$ cat src/rtl/piso_pkg.sv
// rtl/piso_pkg.sv - shared state type and frame/counter sizing helpers for piso_serializer
package piso_pkg;

    typedef enum logic [0:0] {
        IDLE  = 1'b0,
        SHIFT = 1'b1
    } piso_state_e;

    // Bits per frame: data bits, plus one trailing parity bit when enabled.
    function automatic int piso_frame(input int width);
`ifdef PISO_SERIALIZER_PARITY_EN
        return width + 1;
`else
        return width;
`endif
    endfunction

    // Counter must be able to hold the value FRAME itself.
    function automatic int piso_cnt_w(input int width);
        return $clog2(piso_frame(width) + 1);
    endfunction

endpackage

$ cat src/rtl/piso_bit_counter.sv
// rtl/piso_bit_counter.sv - counts frame bits already driven, flags the last and next-to-last bit
module piso_bit_counter
    import piso_pkg::*;
#(
    parameter int WIDTH = 8
) (
    input  logic clk,
    input  logic rst,
    input  logic start_i,
    input  logic step_i,
    input  logic clear_i,
    output logic last_o,
    output logic pre_last_o
);

    localparam int FRAME = piso_frame(WIDTH);
    localparam int CW    = piso_cnt_w(WIDTH);

    localparam logic [CW-1:0] CNT_ONE     = CW'(1);
    localparam logic [CW-1:0] CNT_LAST    = CW'(FRAME);
    localparam logic [CW-1:0] CNT_PRELAST = CW'(FRAME - 1);

    logic [CW-1:0] cnt_q;
    logic [CW-1:0] cnt_d;

    // Next count: a start means the first bit goes out now, so the count begins at one.
    always_comb begin
        cnt_d = cnt_q;
        if (start_i) begin
            cnt_d = CNT_ONE;
        end else if (clear_i) begin
            cnt_d = '0;
        end else if (step_i) begin
            cnt_d = cnt_q + CNT_ONE;
        end
    end

    // Count register.
    always_ff @(posedge clk or posedge rst) begin
        if (rst) begin
            cnt_q <= '0;
        end else begin
            cnt_q <= cnt_d;
        end
    end

    assign last_o     = (cnt_q == CNT_LAST);
    assign pre_last_o = (cnt_q == CNT_PRELAST);

endmodule

$ cat src/rtl/piso_serializer.sv
// rtl/piso_serializer.sv - LSB-first parallel-in/serial-out transmitter (option: PISO_SERIALIZER_PARITY_EN)
module piso_serializer
    import piso_pkg::*;
#(
    parameter int WIDTH = 8
) (
    input  logic             clk,
    input  logic             rst,
    input  logic [WIDTH-1:0] din,
    input  logic             load,
    output logic             ready,
    output logic             sout,
    output logic             sout_valid,
    output logic             done
);

    piso_state_e      state_q, state_d;
    logic [WIDTH-1:0] shreg_q, shreg_d;
    logic             sout_q, sout_d;
    logic             valid_q, valid_d;
    logic             done_q, done_d;

    logic             last;
    logic             pre_last;
    logic             accept;
    logic             step;
    logic             clear;
    logic [WIDTH-1:0] load_word;

    // The parity bit rides in the vacated MSB of the shift register, so it
    // falls out naturally right after data bit WIDTH-1.
`ifdef PISO_SERIALIZER_PARITY_EN
    assign load_word = {^din, din[WIDTH-1:1]};
`else
    assign load_word = {1'b0, din[WIDTH-1:1]};
`endif

    assign ready  = (state_q == IDLE) || last;
    assign accept = load && ready;

    piso_bit_counter #(
        .WIDTH(WIDTH)
    ) u_cnt (
        .clk       (clk),
        .rst       (rst),
        .start_i   (accept),
        .step_i    (step),
        .clear_i   (clear),
        .last_o    (last),
        .pre_last_o(pre_last)
    );

    // Next-state: load (also on the last-bit cycle for gapless frames), shift, or drop to idle.
    always_comb begin
        state_d = state_q;
        shreg_d = shreg_q;
        sout_d  = sout_q;
        valid_d = valid_q;
        done_d  = done_q;
        step    = 1'b0;
        clear   = 1'b0;
        if (accept) begin
            state_d = SHIFT;
            shreg_d = load_word;
            sout_d  = din[0];
            valid_d = 1'b1;
            done_d  = 1'b0;
        end else if (state_q == SHIFT) begin
            if (last) begin
                state_d = IDLE;
                shreg_d = '0;
                sout_d  = 1'b0;
                valid_d = 1'b0;
                done_d  = 1'b0;
                clear   = 1'b1;
            end else begin
                shreg_d = shreg_q >> 1;
                sout_d  = shreg_q[0];
                done_d  = pre_last;
                step    = 1'b1;
            end
        end
    end

    // State and registered outputs.
    always_ff @(posedge clk or posedge rst) begin
        if (rst) begin
            state_q <= IDLE;
            shreg_q <= '0;
            sout_q  <= 1'b0;
            valid_q <= 1'b0;
            done_q  <= 1'b0;
        end else begin
            state_q <= state_d;
            shreg_q <= shreg_d;
            sout_q  <= sout_d;
            valid_q <= valid_d;
            done_q  <= done_d;
        end
    end

    assign sout       = sout_q;
    assign sout_valid = valid_q;
    assign done       = done_q;

endmodule
$ cat config.mk
export PLATFORM = sky130hd
export DESIGN_NAME = piso_serializer
export DESIGN_NICKNAME = d
export VERILOG_FILES = /design/src/rtl/piso_pkg.sv /design/src/rtl/piso_bit_counter.sv /design/src/rtl/piso_serializer.sv
export SDC_FILE = /design/constraint.sdc
export NUM_CORES = 1
export LEC_CHECK = 0
export ABC_AREA = 1
export ABC_CLOCK_PERIOD_IN_PS = 1600
export CAP_MARGIN = 20
export CORE_MARGIN = 4
export CORE_UTILIZATION = 49
export CTS_CLUSTER_SIZE = 20
export DETAILED_ROUTE_END_ITERATION = 6
export PLACE_DENSITY = 0.75
export REMOVE_ABC_BUFFERS = 1
export SLEW_MARGIN = 20
export SYNTH_ARGS = -nofsm -noshare
export SYNTH_HDL_FRONTEND = slang
export SYNTH_SLANG_ARGS = --single-unit
$ cat constraint.sdc
create_clock -name clk -period 1.6 [get_ports clk]
set_input_delay 0.32 -clock clk [delete_from_list [all_inputs] [get_ports clk]]
set_output_delay 0.32 -clock clk [all_outputs]
set_load 0.01 [all_outputs]
==> metrics.txt <==
status completed; sequential cell area fraction in the yosys report 47.9%; Worst Tran Pin Value 253 ps; Die X-Extent 48.0 µm; max cap viols 0; DR pass1 iterations 4; Starting DRT DRC Count 13; die area 2300 µm²; WS Path Type reg2out; Max-slew headroom 83.1%; num ports 15; Global Route met3 Usage 3.38%; CP Cell Sequence inv_1 -> ha_2 -> nand3_4 -> nand2_4 -> buf_2; post-CTS setup buffer count 0; area grow syn2layout 27.6%; Post-DRT Antenna Nets 0; core area 1510 µm²; Post-Syn Instances 88; Initial Util 52.0%; min-delay worst type in2async; Req. time, crit path 1280 ps; Syn Area/Cell 8.90 µm²; Crit path largest cell delay 380 ps; row count 14; WP data arrival 1190 ps; fin area 1000 µm²; met2 usage 25.1%; Cell variety after synth 20; CP endpoint kind primary output; first-pass GRT wire length 2.57 mm; final wirelength 1.51 mm; CTS H-Tree Depth 1; largest family of logic cells by synthesized area simple AND/OR/NAND/NOR gates; number of port buffers 14; Fmax 0.663 GHz; Yosys reg bits 15; Leak Pwr 0.491 nW; GR Util met1 21.8%; Post-route DRC 0; cts hold-fix bufs 0; layout cells sized above 1 17.9%; CTS tree yes; area share of xor/xnor cells in the synthesized design 2.24%; Slew Viols, Final 0; worst r2r src u_cnt.cnt_q[1]; Fin Clk Skew 5.11 ps; vias in the first global route 592; Mapped Area 783 µm²; CTS Buffer Depth 2; adder-cell share of the synthesized area 3.19%; Yosys Warn Count 0; GRT overflow 0; Worst Slack Setup Final 91.0 ps; Num Clock Sinks 15; Via Count 657; antenna fix cells 0; Startpoint Class flop; CTS clock-pin slew for the worst setup and hold paths 90 ps; pin count of the biggest net entering global routing 16; RSZ-0062 raised after global routing false; area post-placement 976 µm²; Final Critical Period 1510 ps; CTS root buffer clkbuf_4; Critical Path Fanout Max 2; clock latency on the worst-skew pair 280 ps; CTS buffer count 3; compound-gate portion of the synthesized area 9.11%; cell family with most CP delay flip-flops; TNS Setup 0 ps; slowest CP cell dfrtp_1; P per Cell Area 1500 nW/µm²; final setup fails 0; wire per inst 11.8 µm; fin crit share 94.3%; Buf+Inv Stages, Crit Path 2; pre-CTS setup slack -14.3 ps; DR vias/cell 5.13; routability cong. 0.795; gr usage total 16.4%; # nets final 126; simple-gate share of the synthesized area 28.3%; Setup crit start u_cnt.cnt_q[1]; Resized cells post-CTS 5; Die Ht 48.0 µm; Top Usage Layer GRT met2; initial antenna violation count 0; Final HPWL DP 1.16 mm; Fin. Hold Viols 0; Max IR drop VDD 901 µV; mux share of post-synthesis cell area 0%
## metal layers
layer / part of all wire [%] / vias up
met2: 45 / 19
met3: 6.7 / 2
met5: 0 / -
met4: 0.93 / 0
met1: 47 / 298
li1: - / 338
## metrics by stage
step	utilization, %	std cells	total power, W	hold slack (ps)
floorplan	-	84	0.00101	221
CTS	66.4	128	0.00151	335
global route	66.4	128	0.00162	350
global placement	64.8	124	0.00127	464
finish	66.4	128	0.00150	327
detailed placement	64.8	124	0.00130	466
## synth_stat cells
master / n / area share (%)
buf_6: 2 / 2.9
o21ai_0: 3 / 1.9
a21oi_1: 1 / 0.64
o22ai_1: 1 / 0.80
buf_2: 1 / 0.64
o211ai_1: 6 / 5.8
ha_1: 2 / 3.2
nor2_2: 1 / 0.80
nor2_1: 3 / 1.4
dfrtp_1: 15 / 48
nand3_1: 13 / 8.3
nand3_4: 1 / 2.2
inv_2: 1 / 0.48
inv_1: 7 / 3.4
nand4_1: 1 / 0.80
buf_8: 1 / 1.9
nand3_2: 1 / 1.3
nand2_4: 1 / 1.4
nand2_1: 25 / 12
xnor2_1: 2 / 2.2
## logic make-up (layout without fill, tap and decap cells)
kind of cell | Yosys count | in the layout
simple gates | 46 | 46
flops | 15 | 15
buf+inv | 12 | 36
compound gates | 11 | 11
fa+ha+maj | 2 | 2
xor+xnor | 2 | 2
## state kept, by name (all words and copies together), names as in the netlist
signal and cells:
sout_valid 1, done 1, shreg_q 7, u_cnt.cnt_q 4, sout 1, state_q 1
## worst register-to-register path: cells and delay by family (launching register included)
family / cells / cell delay [ps]
compound gates: 1 / 100
simple gates: 4 / 370
buf+inv: 2 / 250
fa+ha+maj: 1 / 190
flops: 1 / 380
## report_power, final
group          internal (W)  switching, W
Sequential         0.000518     0.0000904
Clock             0.0000967      0.000121
Combinational      0.000331      0.000344
Total              0.000945      0.000555
## path summary, 6_finish.rpt
kind	to	slack [ps]	cells past startpoint
hold / removal	shreg_q[1]	330	3
hold reg to reg	shreg_q[0]	490	2
setup / recovery	ready	90	5
setup reg to reg	u_cnt.cnt_q[1]	190	8
min in group clk	shreg_q[0]	490	2
max in group asynchronous	u_cnt.cnt_q[0]	1100	3
## final cells by class
class                           count  area, µm²
Fill cell                         130        507
Sequential cell                    15        375
Multi-Input combinational cell     61        338
Timing Repair Buffer               24        210
Inverter                            8       30.0
Clock buffer                        4       26.3
Tap cell                           16       20.0
## layout by cell type (no fill, tap or decap), types with 2 or more instances in the layout
cell type        synthesis  final
nand2_1                 25     25
dfrtp_1                 15     15
nand3_1                 13     13
clkdlybuf4s50_1          0     13
buf_4                    0     10
inv_1                    7      7
o211ai_1                 6      6
nor2_1                   3      3
o21ai_0                  3      3
clkbuf_4                 0      3
xnor2_1                  2      2
Power figures use the tool's default switching activity.
